[src/rtl/neuron_pkg.sv]
// Shared types, default sizes and the clip helper for the neuron MAC slice.
package neuron_pkg;

  localparam int DEF_DATA_W   = 8;
  localparam int DEF_N_INPUTS = 4;
  localparam int DEF_ACC_W    = 20;

  typedef enum logic [1:0] {
    IDLE,
    ACCUM,
    OUT
  } state_t;

  // Clips a sign-extended value into the signed range of a dw-bit word.
  function automatic logic signed [63:0] saturate(input logic signed [63:0] val,
                                                  input int dw);
    logic signed [63:0] hi;
    logic signed [63:0] lo;
    hi = (64'sd1 <<< (dw - 1)) - 64'sd1;
    lo = -(64'sd1 <<< (dw - 1));
    if (val > hi) return hi;
    else if (val < lo) return lo;
    else return val;
  endfunction

endpackage

[src/rtl/neuron_sat.sv]
// Output stage: clips the accumulator to DATA_W and flags clipping.
// Optional ReLU on the clipped value when NEURON_MAC_RELU_EN is defined.
module neuron_sat
  import neuron_pkg::*;
#(
  parameter int DATA_W = DEF_DATA_W,
  parameter int ACC_W  = DEF_ACC_W
) (
  input  logic                     en,
  input  logic signed [ACC_W-1:0]  acc,
  output logic signed [DATA_W-1:0] accu,
  output logic                     sat
);

  logic signed [63:0] wide;
  logic signed [63:0] clipped;

  assign wide    = 64'(acc);
  assign clipped = saturate(wide, DATA_W);

  // Outputs read as zero unless a result is being presented; sat reflects the clip only.
  always_comb begin
    accu = '0;
    sat  = 1'b0;
    if (en) begin
      sat  = (clipped != wide);
      accu = clipped[DATA_W-1:0];
`ifdef NEURON_MAC_RELU_EN
      if (clipped < 0) accu = '0;
`else
      accu = clipped[DATA_W-1:0];
`endif
    end
  end

endmodule

[src/rtl/neuron_mac.sv]
// Neuron multiply-accumulate: bias plus N_INPUTS x*weight beats, saturated result.
// Build option NEURON_MAC_RELU_EN enables ReLU in the output stage.
module neuron_mac
  import neuron_pkg::*;
#(
  parameter int DATA_W   = DEF_DATA_W,
  parameter int N_INPUTS = DEF_N_INPUTS,
  parameter int ACC_W    = DEF_ACC_W
) (
  input  logic                     clk,
  input  logic                     rst_n,
  input  logic                     start,
  input  logic signed [DATA_W-1:0] bias,
  input  logic                     in_valid,
  output logic                     in_ready,
  input  logic signed [DATA_W-1:0] x,
  input  logic signed [DATA_W-1:0] weight,
  output logic                     out_valid,
  input  logic                     out_ready,
  output logic signed [DATA_W-1:0] accu,
  output logic                     sat,
  output logic                     busy
);

  localparam int CNT_W = (N_INPUTS > 1) ? $clog2(N_INPUTS) : 1;

  state_t                    state;
  state_t                    nextState;
  logic signed [ACC_W-1:0]   acc;
  logic        [CNT_W-1:0]   cnt;
  logic signed [2*DATA_W-1:0] prod;
  logic                      beat;
  logic                      lastBeat;

  assign prod     = x * weight;
  assign beat     = (state == ACCUM) && in_valid;
  assign lastBeat = (cnt == CNT_W'(N_INPUTS - 1));

  always_ff @(posedge clk or negedge rst_n) begin
    if (!rst_n) state <= IDLE;
    else        state <= nextState;
  end

  always_comb begin
    nextState = state;
    case (state)
      IDLE:    if (start) nextState = ACCUM;
      ACCUM:   if (beat && lastBeat) nextState = OUT;
      OUT:     if (out_ready) nextState = IDLE;
      default: nextState = IDLE;
    endcase
  end

  // The accumulator is wide enough that the full sum never wraps; clipping happens only at the output.
  always_ff @(posedge clk or negedge rst_n) begin
    if (!rst_n) begin
      acc <= '0;
      cnt <= '0;
    end else if (state == IDLE && start) begin
      acc <= ACC_W'(bias);
      cnt <= '0;
    end else if (beat) begin
      acc <= acc + ACC_W'(prod);
      cnt <= cnt + 1'b1;
    end
  end

  assign in_ready  = (state == ACCUM);
  assign out_valid = (state == OUT);
  assign busy      = (state != IDLE);

  neuron_sat #(
    .DATA_W(DATA_W),
    .ACC_W (ACC_W)
  ) u_sat (
    .en  (out_valid),
    .acc (acc),
    .accu(accu),
    .sat (sat)
  );

endmodule

[config.mk]
export PLATFORM = sky130hd
export DESIGN_NAME = neuron_mac
export DESIGN_NICKNAME = d
export VERILOG_FILES = /design/src/rtl/neuron_pkg.sv /design/src/rtl/neuron_sat.sv /design/src/rtl/neuron_mac.sv
export SDC_FILE = /design/constraint.sdc
export NUM_CORES = 1
export LEC_CHECK = 0
export CORE_ASPECT_RATIO = 1.4
export CORE_UTILIZATION = 55
export DETAILED_ROUTE_END_ITERATION = 12
export PLACE_DENSITY = 0.79
export REMOVE_ABC_BUFFERS = 1
export SLEW_MARGIN = 10
export SYNTH_ARGS = -nofsm -noshare
export SYNTH_HDL_FRONTEND = slang
export SYNTH_SLANG_ARGS = --single-unit
[constraint.sdc]
create_clock -name clk -period 4.3 [get_ports clk]
set_clock_uncertainty 0.1 [all_clocks]
set_input_delay 0.645 -clock clk [delete_from_list [all_inputs] [get_ports clk]]
set_output_delay 0.645 -clock clk [all_outputs]
set_load 0.005 [all_outputs]
# After elaboration in Yosys (flattened, before gate mapping)
# Cells that the tools add are included.
[op_classes]
addsub = 2
n_mul = 1
magnitude_cmp = 2
eq_ne = 7
n_mux = 12
n_reduce_logical = 7
[ops]
columns = ["op", "n"]
rows = [
  ["64-bit two-way mux", 2],
  ["64-bit by 20-bit inequality test with 1-bit output", 1],
  ["20-bit two-way mux", 2],
  ["20-bit by 16-bit adder with 20-bit output", 1],
  ["20-bit by 8-bit greater-than comparator with 1-bit output (second input constant)", 1],
  ["20-bit by 8-bit < comparator with 1-bit output (second input constant)", 1],
  ["8-bit by 8-bit multiplier with 16-bit output", 1],
  ["2-bit two-way mux", 5],
  ["8-bit two-way mux", 1],
  ["2-bit one-hot mux with 3 select lines", 1],
  ["2-bit equality test (second input constant)", 2],
  ["2-bit by 1-bit inequality test with 1-bit output (second input constant)", 2],
  ["2-bit nonzero test", 2],
  ["1-bit logical AND", 3],
  ["3-bit AND reduction", 1],
  ["2-bit by 1-bit adder with 2-bit output (second input constant)", 1],
  ["2-bit by 1-bit equality test with 1-bit output (second input constant)", 1],
  ["2-bit logical NOT", 1],
  ["2-bit inequality test (second input constant)", 1],
  ["1-bit two-way mux", 1],
]
[totals]
ff_bits = 24
input_bits = 29
out_inout_bits = 12
wordCells = 34

# Depth between registers and ports, before layout
# Gate-level depths: netlist (run 1).
[depth]
ltp_word = 5
mapped_depth = 19
ltp_nobuf = 18

# By module
# A second synthesis (run 1) with hierarchy kept.
[hier_totals]
cells_unflattened = 509
hier_area_um2 = 4864.7
[modules_own_cells]
columns = ["mod", "n_inst", "cells_each", "area_each_um2", "seq_area_each_um2"]
rows = [
  ["neuron_mac", 1, 475, 4643.2, 600.6],
  ["neuron_sat", 1, 34, 221.5, 0.0],
]

# Worst setup path before layout (run 1)
# No wires, ideal clock.
[synth_path]
path_kind = "input-to-reg"
from = "in weight[1]"
to = "reg acc[19]"
arrival_ps = 5505
t_required_ps = 4118
slack_ps = -1387
cell_stages = 17
n_path_buf = 1
path_cell_list = "clkbuf_1 -> and2_1 -> fa_1 -> inv_1 -> fa_1 -> inv_1 -> fa_1 -> fa_1 -> ha_1 -> ha_1 -> a21o_1 -> a221o_1 -> a21o_1 -> o21ai_2 -> a21oi_2 -> or3_1 -> a31oi_1"
[synth_between]
elab_chain_len = 4
[synth_lines]
columns = ["item", "line", "text"]
rows = [
  ["start: declaration", "neuron_mac.sv:17", "input logic signed [DATA_W-1:0] weight,"],
  ["8-bit by 8-bit multiplier with 16-bit output", "neuron_mac.sv:35", "assign prod = x * weight;"],
  ["20-bit by 16-bit adder with 20-bit output", "neuron_mac.sv:63", "acc <= acc + ACC_W'(prod);"],
  ["20-bit two-way mux", "neuron_mac.sv:62", "end else if (beat) begin"],
  ["20-bit two-way mux", "neuron_mac.sv:59", "end else if (state == IDLE && start) begin"],
  ["end signal: assignment", "neuron_mac.sv:60", "acc <= ACC_W'(bias);"],
  ["end signal: assignment", "neuron_mac.sv:63", ""],
  ["end: declaration", "neuron_mac.sv:29", "logic signed [ACC_W-1:0] acc;"],
]
# No other way between the ends. The select of a mux whose other input is x is not followed.
# A chain may end at the register's enable or synchronous reset.

# Worst setup path after layout (run 1)
[layout_path]
from = "in weight[1]"
to = "reg acc[18]"
# Same word-level chain as after synthesis.

==> results of run 1 <==
[per-layer routing]
layer / track usage, % / vias up
li1: - / 1932
met1: 36.7 / 2232
met2: 61.6 / 229
met5: 0 / -
met3: 3.87 / 96
met4: 15.8 / 0
[stage by stage]
stage	setup slack, ns	std cells	cell area (um^2)	hold WS (ns)
2_1_floorplan	-1.14	511	4790	0.249
3_3_place_gp	-1.69	737	5930	0.388
3_5_place_dp	-1.79	737	5930	0.398
4_1_cts	-0.704	749	6400	0.412
5_1_grt	-1.06	757	6630	0.420
6_report	-0.923	757	6630	0.412
[state kept, by name, indices dropped and copies added, names as in the netlist]
signal and count:
acc 20, cnt 2, state 2
[final timing paths]
path	from	to	slack, ns	depth (start not counted)
max	weight[1]	acc[18]	-0.92	21
min	cnt[0]	cnt[0]	0.41	1
max reg2reg	acc[4]	acc[18]	-0.67	19
min reg2reg	cnt[0]	cnt[0]	0.41	1
max in group asynchronous	rst_n	acc[9]	2.55	1
min in group asynchronous	rst_n	state[1]	0.88	1
[placed cells by master, fill, tap and decap left out, types with 3 or more instances in the layout]
master and instances:
a21o_1 6, buf_6 14, nand4_1 3, buf_2 5, inv_2 8, o21ai_0 8
inv_1 91, ha_4 19, dfrtp_1 24, and2_1 29, a21oi_1 21, a211oi_1 9
a31oi_1 6, ha_1 27, nand3_1 6, nand2_2 4, nor4_1 5, nand2_1 43
or3_1 5, buf_4 89, clkdlybuf4s50_1 24, fa_2 10, clkbuf_16 3, a21oi_2 4
xnor2_1 12, o21a_1 3, o21ai_2 3, nor3_1 6, nor2_2 3, nor2_1 16
and2_4 5, o21ai_1 3, fa_1 78, nand2b_1 9
[repair_timing]
| item | CTS | global route |
|---|---|---|
| resized for setup | 153 | 42 |
| setup buffers | 8 | 8 |
| pin swaps | 80 | 35 |
| hold endpoints to repair | 0 | 0 |
| setup endpoints to repair | 15 | 14 |
[logic make-up after synthesis]
logic type | synth area share [%]
XOR/XNOR | 2.72
flip-flops | 12.5
buffers and inverters | 8.64
multiplexers | 0.415
AND/OR/NAND/NOR | 15.5
AO/OA/AOI/OAI | 11.3
adder cells (fa/ha/maj) | 49.0
[area by class of cell]
cell class,count,share of cell area [%]
Clock buffer,3,1.13
Tap cell,105,1.98
Sequential cell,24,9.06
Clock inverter,1,0.453
Timing Repair Buffer,137,17.4
Inverter,101,5.83
Multi-Input combinational cell,386,64.1
[worst max-delay path: cells and delay by family]
family          cells  cell delay (ns)
compound gates      4             0.89
fa+ha+maj           7             2.64
buf+inv             6             0.59
mux                 1             0.24
simple gates        3             0.23
==> impl_results.md, run 1 <==
* # diodes at 0
* H-tree lvl count at 1
* First-pass GRT wire length at 23,200 um
* CP max FO at 4
* Area leader, netlist: fa_1
* Cell variety after synth at 46
* Number of enable flip-flop cells after synthesis at 0
* Total CTS buffers at 3
* Post-Route WL at 15,700 um
* Peak Freq at 0.191 GHz
* Gate Count Post-Synth at 521
* Post-synthesis sequential area ratio at 12.5%
* Count leader, synth: inv_1
* Share of the synthesized area in the top cell type at 36.5%
* Clk buf depth at 2
* Register area at 601 um^2
* Ys flop type: dfrtp_1
* Area Overhead vs Synth at 37.4%
* Failing checks: setup timing
* Core ar. at 8560 um^2
* Post-cts hold buffer count at 0
* Status: finished with violations
* Critical path type: in -> reg
* Tot GR Track Use at 33.3%
* Placer Congestion at 0.893
* Setup WS post-layout at -0.923 ns
* Max-cap viol count at 0
* Tcrit/Tclk final at 121%
* Final Max Slew Viols at 0
* Avg WL per Cell at 20.7 um
* Crit path DAT at 5.26 ns
* Mapped Area at 4820 um^2
* Metal2 WL at 8410 um
* Synthesized area per cell at 9.26 um^2
* Num ports at 41
* Post-DP HPWL at 10,000 um
* Min Tclk post-route at 5.22 ns
* Largest net degree at the start of global routing at 32
* Slew margin rel. at 25.9%
* # DRC at 0
* Fillers at 499
* Util after Layout at 77.4%
* Vias in the first global route at 4,892
* Top layer in use: met4
* RSZ-0062 raised after global routing: true
* FFs w/ async S/R, synth at 100%
* Commonest cells in the netlist: inv_1, fa_1, nand2_1
* Slowest stage cell, crit path: fa_1
* Row cnt at 40
* M1 WL at 5130 um
* Die Span Y at 113 um
* Count of port buffers added during placement at 40
* Share of layout cells above drive strength 1 at 30.5%
* DR iter-0 viols at 228
* Fin nets at 818
* Root buffer cell: clkbuf_16
* Slowest stage delay, CP at 0.57 ns
* Worst Max-Slew Pin Slew at 1.11 ns
* Via density at 5.93
* Yosys warnings at 0
* Setup Viol. Count Final at 14
* Crit path launch type: input port
* CTS clk-pin slew, worst paths at 0.06 ns
* Via Count at 4,489
* Ranking of synthesized cells by area: fa_1, dfrtp_1, ha_1
* CP cell instances: buf_4 -> buf_4 -> nand2_1 -> fa_1 -> inv_1 -> fa_1 -> ha_1 -> inv_1 -> fa_1 -> inv_1 -> ha_4 -> ha_4 -> fa_2 -> a21o_1 -> a21oi_4 -> buf_6 -> o21a_1 -> nor2_4 -> o32ai_2 -> mux2i_1 -> nor3_1
* Total gr overflow at 0
* Fin. Hold Viols at 0
* Drt pass-1 iters at 5
* CTS Sinks at 24
* Clock Latency Late Sink at 0.26 ns
* Final setup TNS at -8.89 ns
* Metal3 WL at 901 um
* Die extent in x at 81.1 um
* Worst EP required at 4.33 ns
* Multi-input gate area at 4250 um^2
* Starting Density at 56.4%
* Post-DRT Antenna Nets at 0
* Crit end category: flip-flop
* #FFs+latches synth at 24
* Die Area at 9150 um^2
* CTS tree: done
* Worst Hold Class: reg -> reg
* Initial antenna violation count at 0
Power of run 1 is not shown: default switching activity piles up to over one toggle a cycle in this logic, so the estimate is an artifact.
==> run 2: changes to the inputs <==
--- a/config.mk
+++ b/config.mk
@@ -10,6 +10,7 @@
 export DETAILED_ROUTE_END_ITERATION = 12
 export PLACE_DENSITY = 0.79
 export REMOVE_ABC_BUFFERS = 1
+export SETUP_SLACK_MARGIN = 0.15
 export SLEW_MARGIN = 10
 export SYNTH_ARGS = -nofsm -noshare
 export SYNTH_HDL_FRONTEND = slang
==> impl_results.md, run 2 (synthesized netlist as in run 1, its figures left out) <==
* Setup Viol. Count Final at 14 (unchanged)
* Drt pass-1 iters at 5 (unchanged)
* CP max FO at 6 (+2)
* CTS Sinks at 24 (unchanged)
* Row cnt at 40 (unchanged)
* Fin. Hold Viols at 0 (unchanged)
* R2R Path End: acc[19]
* Via Count at 4,643 (+3.4%)
* Critical path type: in -> reg
* Clock Latency Late Sink at 0.26 ns (about the same)
* Failing checks: setup timing
* Clk buf depth at 2 (unchanged)
* Crit path launch type: input port
* Die extent in x at 81.1 um (unchanged)
* CTS clk-pin slew, worst paths at 0.06 ns (about the same)
* Starting Density at 56.4% (unchanged)
* Tcrit/Tclk final at 124% (+2.5 points)
* Initial antenna violation count at 0 (unchanged)
* Post-cts hold buffer count at 0 (unchanged)
* Area Overhead vs Synth at 43.0%
* Fin nets at 823 (+0.61%)
* Vias in the first global route at 4,925 (+0.67%)
* # DRC at 0 (unchanged)
* # diodes at 0 (unchanged)
* Placed insts at 737 (unchanged)
* Worst Hold Class: reg -> reg
* Total CTS buffers at 3 (unchanged)
* Total gr overflow at 0 (unchanged)
* Root buffer cell: clkbuf_16
* DR iter-0 viols at 336 (+47%)
* Via density at 6.09 (+2.8%)
* First-pass GRT wire length at 23,400 um (+0.86%)
* Status: finished with violations
* Worst Max-Slew Pin Slew at 1.09 ns (-0.0236 ns)
* Max reg flops at 20 (unchanged)
* Largest reg by FF count: acc
* Final Max Slew Viols at 0 (unchanged)
* H-tree lvl count at 1 (unchanged)
* Post-DP HPWL at 10,000 um (unchanged)
* Post-DRT Antenna Nets at 0 (unchanged)
* Hold Crit Depth at 1 (unchanged)
* Post-Route WL at 17,500 um (+12%)
* Share of layout cells above drive strength 1 at 33.6% (+3.1 points)
* Largest net degree at the start of global routing at 32 (unchanged)
* Count of port buffers added during placement at 40 (unchanged)
* Fillers at 451 (-9.6%)
* Fin cells at 762 (+0.66%)
* Avg WL per Cell at 23.0 um (+11%)
* Reg2Reg Launch Point: acc[5]
* RSZ-0062 raised after global routing: true
* Placer Congestion at 0.893 (unchanged)
* Regs by FF count: acc (20), cnt (2), state (2)
* Die Span Y at 113 um (unchanged)
* Peak Freq at 0.188 GHz (-2.0%)
* R2r worst-path depth at 15 (-4)
* CTS tree: done
* Tot GR Track Use at 33.7% (+0.37 points)
* Slew margin rel. at 27.4% (+1.6 points)
* Core ar. at 8560 um^2 (unchanged)
* Die Area at 9150 um^2 (unchanged)
* Crit end category: flip-flop
* Hold Crit Start: cnt[0]
* Max-cap viol count at 0 (unchanged)
* Min Tclk post-route at 5.33 ns (+0.109 ns)
* Flop2flop setup slack at -0.75 ns (-0.08 ns)
* Setup WS post-layout at -1.03 ns (-0.109 ns)
* Crit path DAT at 5.41 ns (+0.15 ns)
* Hold endpoint: cnt[0]
* Commonest non-fill, non-tap cell in the layout: inv_1
* Worst EP required at 4.38 ns (+0.05 ns)
* Most frequent cells in the layout: inv_1, fa_1, buf_4
* Num ports at 41 (unchanged)
## run 2: changes by cell type in the layout (fill, tap and decap cells not counted), moves of 3 or more
cell | before | now
a21oi_1 | 21 | 18
buf_2 | 5 | 2
buf_4 | 89 | 74
buf_6 | 14 | 34
buf_8 | 2 | 5
nand2_1 | 43 | 36
nand2_2 | 4 | 9
## run 2: what timing repair did
action,in CTS,in global routing
endpoints found under the setup margin,15,15
resized for setup,183,74
pin swaps,89,44
buffers inserted,13,8
gates cloned,0,0
## run 2: worst max-delay path: stages
cell,delay (ns)
buf_6,0.10
buf_4,0.15
and2_1,0.18
fa_1,0.57
fa_1,0.61
ha_1,0.37
fa_1,0.55
ha_4,0.23
ha_1,0.36
a211oi_4,0.37
o21bai_4,0.14
o211a_1,0.28
o21ai_2,0.19
a21oi_2,0.08
or3_1,0.38
a31oi_1,0.18
## run 2: worst max-delay path by stage
stage / startpoint / end / slack (ns) / depth (start not counted)
6_report: x[0] / acc[19] / -1.03 / 16
2_1_floorplan: x[7] / acc[19] / -1.14 / 16
3_5_place_dp: weight[4] / acc[19] / -1.79 / 17
4_1_cts: x[7] / acc[19] / -0.70 / 18
5_1_grt: x[0] / acc[19] / -1.17 / 16
3_3_place_gp: weight[4] / acc[19] / -1.69 / 17
## run 2: per-layer routing
metal  vias up  GRT usage, %  share of wire (%)
li1       1945             -                  -
met1      2272          38.0                 33
met2       292          61.4                 50
met3       134          3.23                8.2
met4         0          17.1                8.6
met5         -             0                  0
## run 2: cell type report
| cell class | count | area (um^2) | area share [%] |
|---|---|---|---|
| clock inverters | 1 | 30.0 | 0.435 |
| inverters | 101 | 387 | 5.61 |
| well taps | 105 | 131 | 1.91 |
| repair buffers | 142 | 1310 | 19.0 |
| clock buffers | 3 | 75.1 | 1.09 |
| flip-flops and latches | 24 | 601 | 8.71 |
| multi-input cells | 386 | 4360 | 63.2 |
## run 2: through the flow
step           instance area (um^2)  TNS, ns  setup slack [ns]  hold WS (ns)  utilization, %
2_1_floorplan                  4790   -11.19             -1.14         0.249               -
3_3_place_gp                   5930   -19.93             -1.69         0.388            69.2
3_5_place_dp                   5930   -21.14             -1.79         0.398            69.2
4_1_cts                        6540    -6.08            -0.704         0.412            76.5
5_1_grt                        6900   -11.65             -1.17         0.420            80.6
6_report                       6900   -10.19             -1.03         0.412            80.6
Power of run 2 is left out for the same reason.
